File: src/rtl/dp_sum_ctrl.sv
// Moore control unit sequencing the 8-bit register-file/ALU DataPath to compute sum(1..LIMIT).
// Register map: R1 = i, R2 = sum, R3 = constant 1, R4 = limit. R0 always reads as zero.
// The register file has no reset, so every run rebuilds R1..R4 before entering the loop.
module dp_sum_ctrl #(
    parameter int unsigned LIMIT = 10
) (
    input  logic       clk,
    input  logic       reset,
    input  logic       start,
    input  logic       iLe10,
    output logic       RFSrcMuxSel,
    output logic [2:0] aluOp,
    output logic [2:0] readAddr1,
    output logic [2:0] readAddr2,
    output logic [2:0] writeAddr,
    output logic       writeEn,
    output logic       outBuf,
    output logic       busy,
    output logic       done
);

    // The largest legal LIMIT keeps sum(1..LIMIT) within 8 bits (22 -> 253).
    if (LIMIT < 1 || LIMIT > 22) begin : g_limit_check
        $error("dp_sum_ctrl: LIMIT=%0d outside legal range 1..22", LIMIT);
    end

    localparam int unsigned CntW = $clog2(LIMIT + 1);
    localparam logic [CntW-1:0] LastCnt = CntW'(LIMIT - 1);

    // ALU opcodes used by this sequence
    localparam logic [2:0] AluAdd = 3'd0;
    localparam logic [2:0] AluSub = 3'd1;

    // Register-file addresses
    localparam logic [2:0] RegZero = 3'd0;
    localparam logic [2:0] RegI    = 3'd1;
    localparam logic [2:0] RegSum  = 3'd2;
    localparam logic [2:0] RegOne  = 3'd3;
    localparam logic [2:0] RegLim  = 3'd4;

    typedef enum logic [3:0] {
        StIdle     = 4'd0,
        StInitOne  = 4'd1,
        StClrI     = 4'd2,
        StClrSum   = 4'd3,
        StClrLim   = 4'd4,
        StBuildLim = 4'd5,
        StCmp      = 4'd6,
        StIncI     = 4'd7,
        StAddSum   = 4'd8,
        StOut      = 4'd9,
        StDone     = 4'd10
    } state_e;

    state_e          state_q, state_d;
    logic [CntW-1:0] lim_cnt_q, lim_cnt_d;

    // State and limit-counter registers with synchronous reset
    always_ff @(posedge clk) begin
        if (reset) begin
            state_q   <= StIdle;
            lim_cnt_q <= '0;
        end else begin
            state_q   <= state_d;
            lim_cnt_q <= lim_cnt_d;
        end
    end

    // Next-state logic; R4 is built by adding R3 to itself LIMIT times
    always_comb begin
        state_d   = state_q;
        lim_cnt_d = lim_cnt_q;
        unique case (state_q)
            StIdle: begin
                if (start) begin
                    state_d = StInitOne;
                end
            end
            StInitOne: state_d = StClrI;
            StClrI:    state_d = StClrSum;
            StClrSum:  state_d = StClrLim;
            StClrLim: begin
                lim_cnt_d = '0;
                state_d   = StBuildLim;
            end
            StBuildLim: begin
                lim_cnt_d = lim_cnt_q + CntW'(1);
                if (lim_cnt_q == LastCnt) begin
                    state_d = StCmp;
                end
            end
            StCmp: begin
                // iLe10 reports R1 >= R4, i.e. the loop has run LIMIT times
                if (iLe10) begin
                    state_d = StDone;
                end else begin
                    state_d = StIncI;
                end
            end
            StIncI:   state_d = StAddSum;
            StAddSum: state_d = StOut;
            StOut:    state_d = StCmp;
            StDone:   state_d = StIdle;
            default:  state_d = StIdle;
        endcase
    end

    // Moore output decode; every field defaults to zero and only the listed ones are driven
    always_comb begin
        RFSrcMuxSel = 1'b0;
        aluOp       = AluAdd;
        readAddr1   = RegZero;
        readAddr2   = RegZero;
        writeAddr   = RegZero;
        writeEn     = 1'b0;
        outBuf      = 1'b0;
        busy        = 1'b1;
        done        = 1'b0;
        unique case (state_q)
            StIdle: begin
                busy = 1'b0;
            end
            StInitOne: begin
                RFSrcMuxSel = 1'b1;
                writeAddr   = RegOne;
                writeEn     = 1'b1;
            end
            StClrI: begin
                writeAddr = RegI;
                writeEn   = 1'b1;
            end
            StClrSum: begin
                writeAddr = RegSum;
                writeEn   = 1'b1;
            end
            StClrLim: begin
                writeAddr = RegLim;
                writeEn   = 1'b1;
            end
            StBuildLim: begin
                readAddr1 = RegLim;
                readAddr2 = RegOne;
                writeAddr = RegLim;
                writeEn   = 1'b1;
            end
            StCmp: begin
                aluOp     = AluSub;
                readAddr1 = RegI;
                readAddr2 = RegLim;
            end
            StIncI: begin
                readAddr1 = RegI;
                readAddr2 = RegOne;
                writeAddr = RegI;
                writeEn   = 1'b1;
            end
            StAddSum: begin
                readAddr1 = RegSum;
                readAddr2 = RegI;
                writeAddr = RegSum;
                writeEn   = 1'b1;
            end
            StOut: begin
                // R2 + R0 passes the running sum through the ALU into the output register
                readAddr1 = RegSum;
                outBuf    = 1'b1;
            end
            StDone: begin
                done = 1'b1;
            end
            default: begin
                busy = 1'b0;
            end
        endcase
    end

    // Structural invariants of the sequence
    a_no_r0_write : assert property (@(posedge clk) disable iff (reset)
        writeEn |-> (writeAddr != RegZero));
    a_done_busy : assert property (@(posedge clk) disable iff (reset) done |-> busy);
    a_one_strobe : assert property (@(posedge clk) disable iff (reset) !(writeEn && outBuf));

endmodule

File: config.mk
export PLATFORM = sky130hd
export DESIGN_NAME = dp_sum_ctrl
export DESIGN_NICKNAME = d
export VERILOG_FILES = /design/src/rtl/dp_sum_ctrl.sv
export SDC_FILE = /design/constraint.sdc
export NUM_CORES = 1
export LEC_CHECK = 0
export CAP_MARGIN = 0
export CELL_PAD_IN_SITES_DETAIL_PLACEMENT = 1
export CELL_PAD_IN_SITES_GLOBAL_PLACEMENT = 1
export CORE_MARGIN = 2
export CORE_UTILIZATION = 30
export DETAILED_ROUTE_END_ITERATION = 16
export GPL_TIMING_DRIVEN = 1
export PLACE_DENSITY_LB_ADDON = 0.2
export SLEW_MARGIN = 20
export SYNTH_ARGS = -nofsm -noshare
export SYNTH_HDL_FRONTEND = slang
export SYNTH_SLANG_ARGS = --single-unit
File: constraint.sdc
create_clock -name clk -period 2.08 [get_ports clk]
set_input_delay 0.416 -clock clk [delete_from_list [all_inputs] [get_ports clk]]
set_output_delay 0.416 -clock clk [all_outputs]
set_load 0.02 [all_outputs]
# Yosys cells after proc, flatten, opt, wreduce, memory -nomap -nowiden
# Cells that the tools add are included.
[totals]
input_bits = 4
ff_bits = 8
[op_classes]
n_reduce_logical = 11
n_mux = 14
n_eq_ne = 13
add_sub_neg = 1
[op_table]
columns = ["operator", "count"]
rows = [
  ["case mux 4 bit (10 select lines)", 1],
  ["case mux 3 bit (3 select lines)", 2],
  ["equality test 4 x 3 -> 1 bit, second input constant", 4],
  ["equality test 4 bit, second input constant", 4],
  ["2-to-1 mux 4 bit", 3],
  ["case mux 3 bit (4 select lines)", 1],
  ["OR reduction 2 bit", 6],
  ["OR reduction 10 bit", 1],
  ["equality test 4 x 2 -> 1 bit, second input constant", 2],
  ["case mux 4 bit (2 select lines)", 1],
  ["OR reduction 7 bit", 1],
  ["2-to-1 mux 1 bit", 6],
  ["adder 4 x 1 -> 4 bit, second input constant", 1],
  ["equality test 4 x 1 -> 1 bit, second input constant", 1],
  ["zero test 4 bit", 1],
  ["!= test 2 bit, second input constant", 2],
  ["AND reduction 2 bit", 1],
  ["nonzero test 2 bit", 1],
]

# Longest topological paths before layout
[depth]
ltp_word = 3
ltp_mapped = 5

# Worst setup path after synthesis
# No wires, ideal clock.
[synth_path]
kind = "register to output"
start = "register state_q[0]"
end = "output port writeAddr[0]"
setup_slack_ns = 0.106
stages_incl_launch_ff = 5
path_buffers = 2
t_arrival_ns = 1.558
path_cell_list = "dfxtp_1 > clkbuf_1 > clkbuf_1 > nand2_1 > a211oi_1"
[synth_via]
elab_chain_len = 3
elab_cells_between_ends = 11
cone_classes = "eq/ne: 7; mux: 1; reduce/logical: 3"
[synth_lines]
columns = ["item", "line", "text"]
rows = [
  ["start: declaration", "55", "state_e state_q, state_d;"],
  ["start signal: assignment", "61", "state_q <= StIdle;"],
  ["start signal: assignment", "64", "state_q <= state_d;"],
  ["equality test 4 bit, or another cell as far along", "119", "unique case (state_q)"],
  ["OR reduction 2 bit (no source line)", "--", ""],
  ["case mux 3 bit (4 select lines) (*)", "119", ""],
  ["end: declaration", "15", "output logic [2:0] writeAddr,"],
]
# Mark *: on every way between the ends. The rest lies on a longest branch, timed or not.

# Final worst setup path
[layout_path]
start = "register state_q[1]"
end = "output port readAddr2[0]"
[layout_via]
elab_chain_len = 3
elab_cells_between_ends = 6
cone_classes = "eq/ne: 4; mux: 1; reduce/logical: 1"
[layout_lines]
columns = ["item", "line", "text"]
rows = [
  ["equality test 4 x 3 -> 1 bit", "119", ""],
  ["OR reduction 2 bit (no source line)", "--", ""],
  ["case mux 3 bit (3 select lines) (*)", "119", ""],
  ["end: declaration", "14", "output logic [2:0] readAddr2,"],
]
# Marks and branches as above.

==> flow_summary.json <==
{
  "outcome": "finished clean",
  "start_kind": "flip-flop",
  "grt_pass1_wl_um": 3240,
  "n_antenna_cell": 0,
  "cts_sinks": 8,
  "ys_top_cells_by_count": "dfxtp_1 (8), nor2_1 (8), a21oi_1 (6), nor2b_1 (6)",
  "overflow": 0,
  "ctsHoldBuffers": 0,
  "p_comb_share_pct": 34.1,
  "path_clk_slew_ns": 0.06,
  "worstSetupPathType": "flip-flop to primary output",
  "syn_avg_cell_area_um2": 7.34,
  "synth_largest_area_cell": "dfxtp_1",
  "rows": 16,
  "clock_skew_ns": 0.00783,
  "power_mw": 0.441,
  "post_cts_buffers": 0,
  "swShare_pct": 32.9,
  "fp.dieArea_um2": 2430,
  "layout.nets": 116,
  "finalInstanceArea_um2": 883,
  "ff_latch_area_um2": 164,
  "drt_iter0_markers": 5,
  "ctsHtreeMaxLevel": 1,
  "p_int_mw": 0.296,
  "numCtsBuffers": 3,
  "endpoint_kind": "primary output",
  "switching_power_mw": 0.145,
  "power.share.clock_pct": 26.9,
  "synth_cells": 84,
  "critPathRequiredTime_ns": 1.66,
  "dpl-instance-area_um2": 872,
  "wirelength_um": 1820,
  "via_count": 669,
  "hold_path.class": "flip-flop to flip-flop",
  "p_leak_nw": 0.416,
  "max-vdd-ir-drop_mv": 0.241,
  "synth_seq_area_share_pct": 26.0,
  "fmax_mhz": 504,
  "syn-cell-area_um2": 617,
  "yosys_register_bits": 8,
  "gp_congestion": 0.766,
  "die_w_um": 49.3,
  "synth_edf_count": 0,
  "yosys.cell_types.count": 32,
  "grt_max_degree": 12,
  "r2r_slack_ns": 0.35,
  "coreArea_um2": 1940,
  "final-max-slew-violation-count": 0,
  "viasPerCell": 4.96,
  "synthTopCellsByArea": "dfxtp_1 (26%), nor2b_1 (6.1%), nand2b_1 (5.1%)",
  "period_share_pct": 95.3,
  "period_minus_slack_ns": 1.98,
  "portBuffers": 18,
  "drt_first_pass_iters": 2,
  "die_h_um": 49.3,
  "cap_violations": 0,
  "dp_hpwl_um": 1400,
  "n_fill_cell": 266,
  "grt_pass1_vias": 718,
  "arrival_ns": 1.57,
  "async_flop_share_pct": 0,
  "cp_max_fo": 9,
  "area_growth_pct": 43.2,
  "yosys_warnings": 0,
  "grt_usage_pct": 17.5,
  "root_buffer": "clkbuf_4",
  "ioPinCount": 21,
  "hold_violations": 0,
  "drt-wirelength-per-cell_um": 13.5,
  "drive_gt1_share_pct": 20.4,
  "cts_buffer_depth": 2,
  "drc_errors": 0,
  "multi_input_area_um2": 400,
  "cts_tree": "built",
  "synth_ff_type": "dfxtp_1",
  "powerDensity_nw_per_um2": 500,
  "start_util_pct": 31.8,
  "antenna_found_initial": 0,
  "rsz0062_at_grt": "false",
  "synth_top_area_share_pct": 26.0,
  "ant_nets": 0,
  "pwr-share-seq_pct": 38.9,
  "tns_ns": 0,
  "worst_skew_pair.late_latency_ns": 0.26,
  "setup-violations-final": 0
}
==> critical path: stages, from the launching register on <==
cell and delay (ns):
dfxtp_2 0.36, nand2b_1 0.22, or3_1 0.36, nand2b_1 0.08, clkdlybuf4s15_1 0.29
==> layout by cell type, fill, tap and decap left out, drive strengths merged, types with 2 or more instances in the layout <==
cell / n
nand3: 3
dfxtp: 8
conb: 2
o21a: 2
o22ai: 2
clkdlybuf4s50: 4
and2: 2
nand2b: 5
clkdlybuf4s15: 2
inv: 4
clkbuf: 4
nor2b: 6
a211oi: 3
dlygate4sd2: 10
buf: 11
ha: 2
nand2: 5
a21oi: 6
nor2: 8
o21ai: 2
nor3: 2
or4: 2
==> power by group through the flow <==
stage	Sequential, mW	Clock (mW)	Combinational (mW)
floorplan	0.166	0	0.0994
detailed placement	0.174	0	0.164
global route	0.173	0.129	0.167
global placement	0.173	0	0.160
CTS	0.172	0.123	0.151
finish	0.172	0.119	0.151
==> routing by layer <==
layer | vias to the layer above | wire [µm] | track usage, %
met3 | 5 | 79 | 5.52
li1 | 339 | - | -
met4 | 0 | 27 | 7.14
met1 | 312 | 824 | 19.6
met5 | - | 0 | 0
met2 | 13 | 887 | 30.4
==> logic make-up after synthesis <==
kind of cell,count (synthesis),share of synthesized area [%]
multiplexers,1,1.83
AND/OR/NAND/NOR,39,36.5
other,1,0.608
XOR/XNOR,1,1.42
buffers and inverters,13,9.74
flip-flops,8,26.0
AO/OA/AOI/OAI,19,19.9
adder cells (fa/ha/maj),2,4.06
==> flip-flops by register name (all words and copies together) (netlist names) <==
signal	flops
state_q	4
lim_cnt_q	4
==> worst paths after layout <==
path / end / cells after the start / from
worst max-delay path: readAddr2[0] / 4 / state_q[1]$_SDFFE_PP0P_
worst min-delay path: lim_cnt_q[3]$_SDFFE_PP0P_ / 2 / lim_cnt_q[3]$_SDFFE_PP0P_
worst max register to register: lim_cnt_q[3]$_SDFFE_PP0P_ / 5 / state_q[3]$_SDFFE_PP0P_
worst min register to register: lim_cnt_q[3]$_SDFFE_PP0P_ / 2 / lim_cnt_q[3]$_SDFFE_PP0P_
==> repair_timing <==
action | 4_1_cts | 5_1_grt
gates resized for setup | 16 | 5
setup endpoints to repair | 14 | 4
hold endpoints to repair | 0 | 0
pin swaps | 0 | 0
==> area by class of cell <==
class                   instances  area share (%)
multi-input cells              64            45.3
repair buffers                 29            28.0
flip-flops and latches          8            18.6
well taps                      27            3.82
clock buffers                   3            2.55
inverters                       4            1.70
==> through the flow <==
step,setup WS (ns),instances,hold WS [ns],util (%)
after floorplan,0.106,85,0.468,-
after global placement,0.0733,132,0.490,44.9
after detailed placement,0.0404,132,0.506,44.9
after CTS,0.0148,135,0.514,45.4
after global routing,0.00150,135,0.550,45.5
final,0.0974,135,0.510,45.5
No activity file was read; power rests on OpenSTA's default activity.
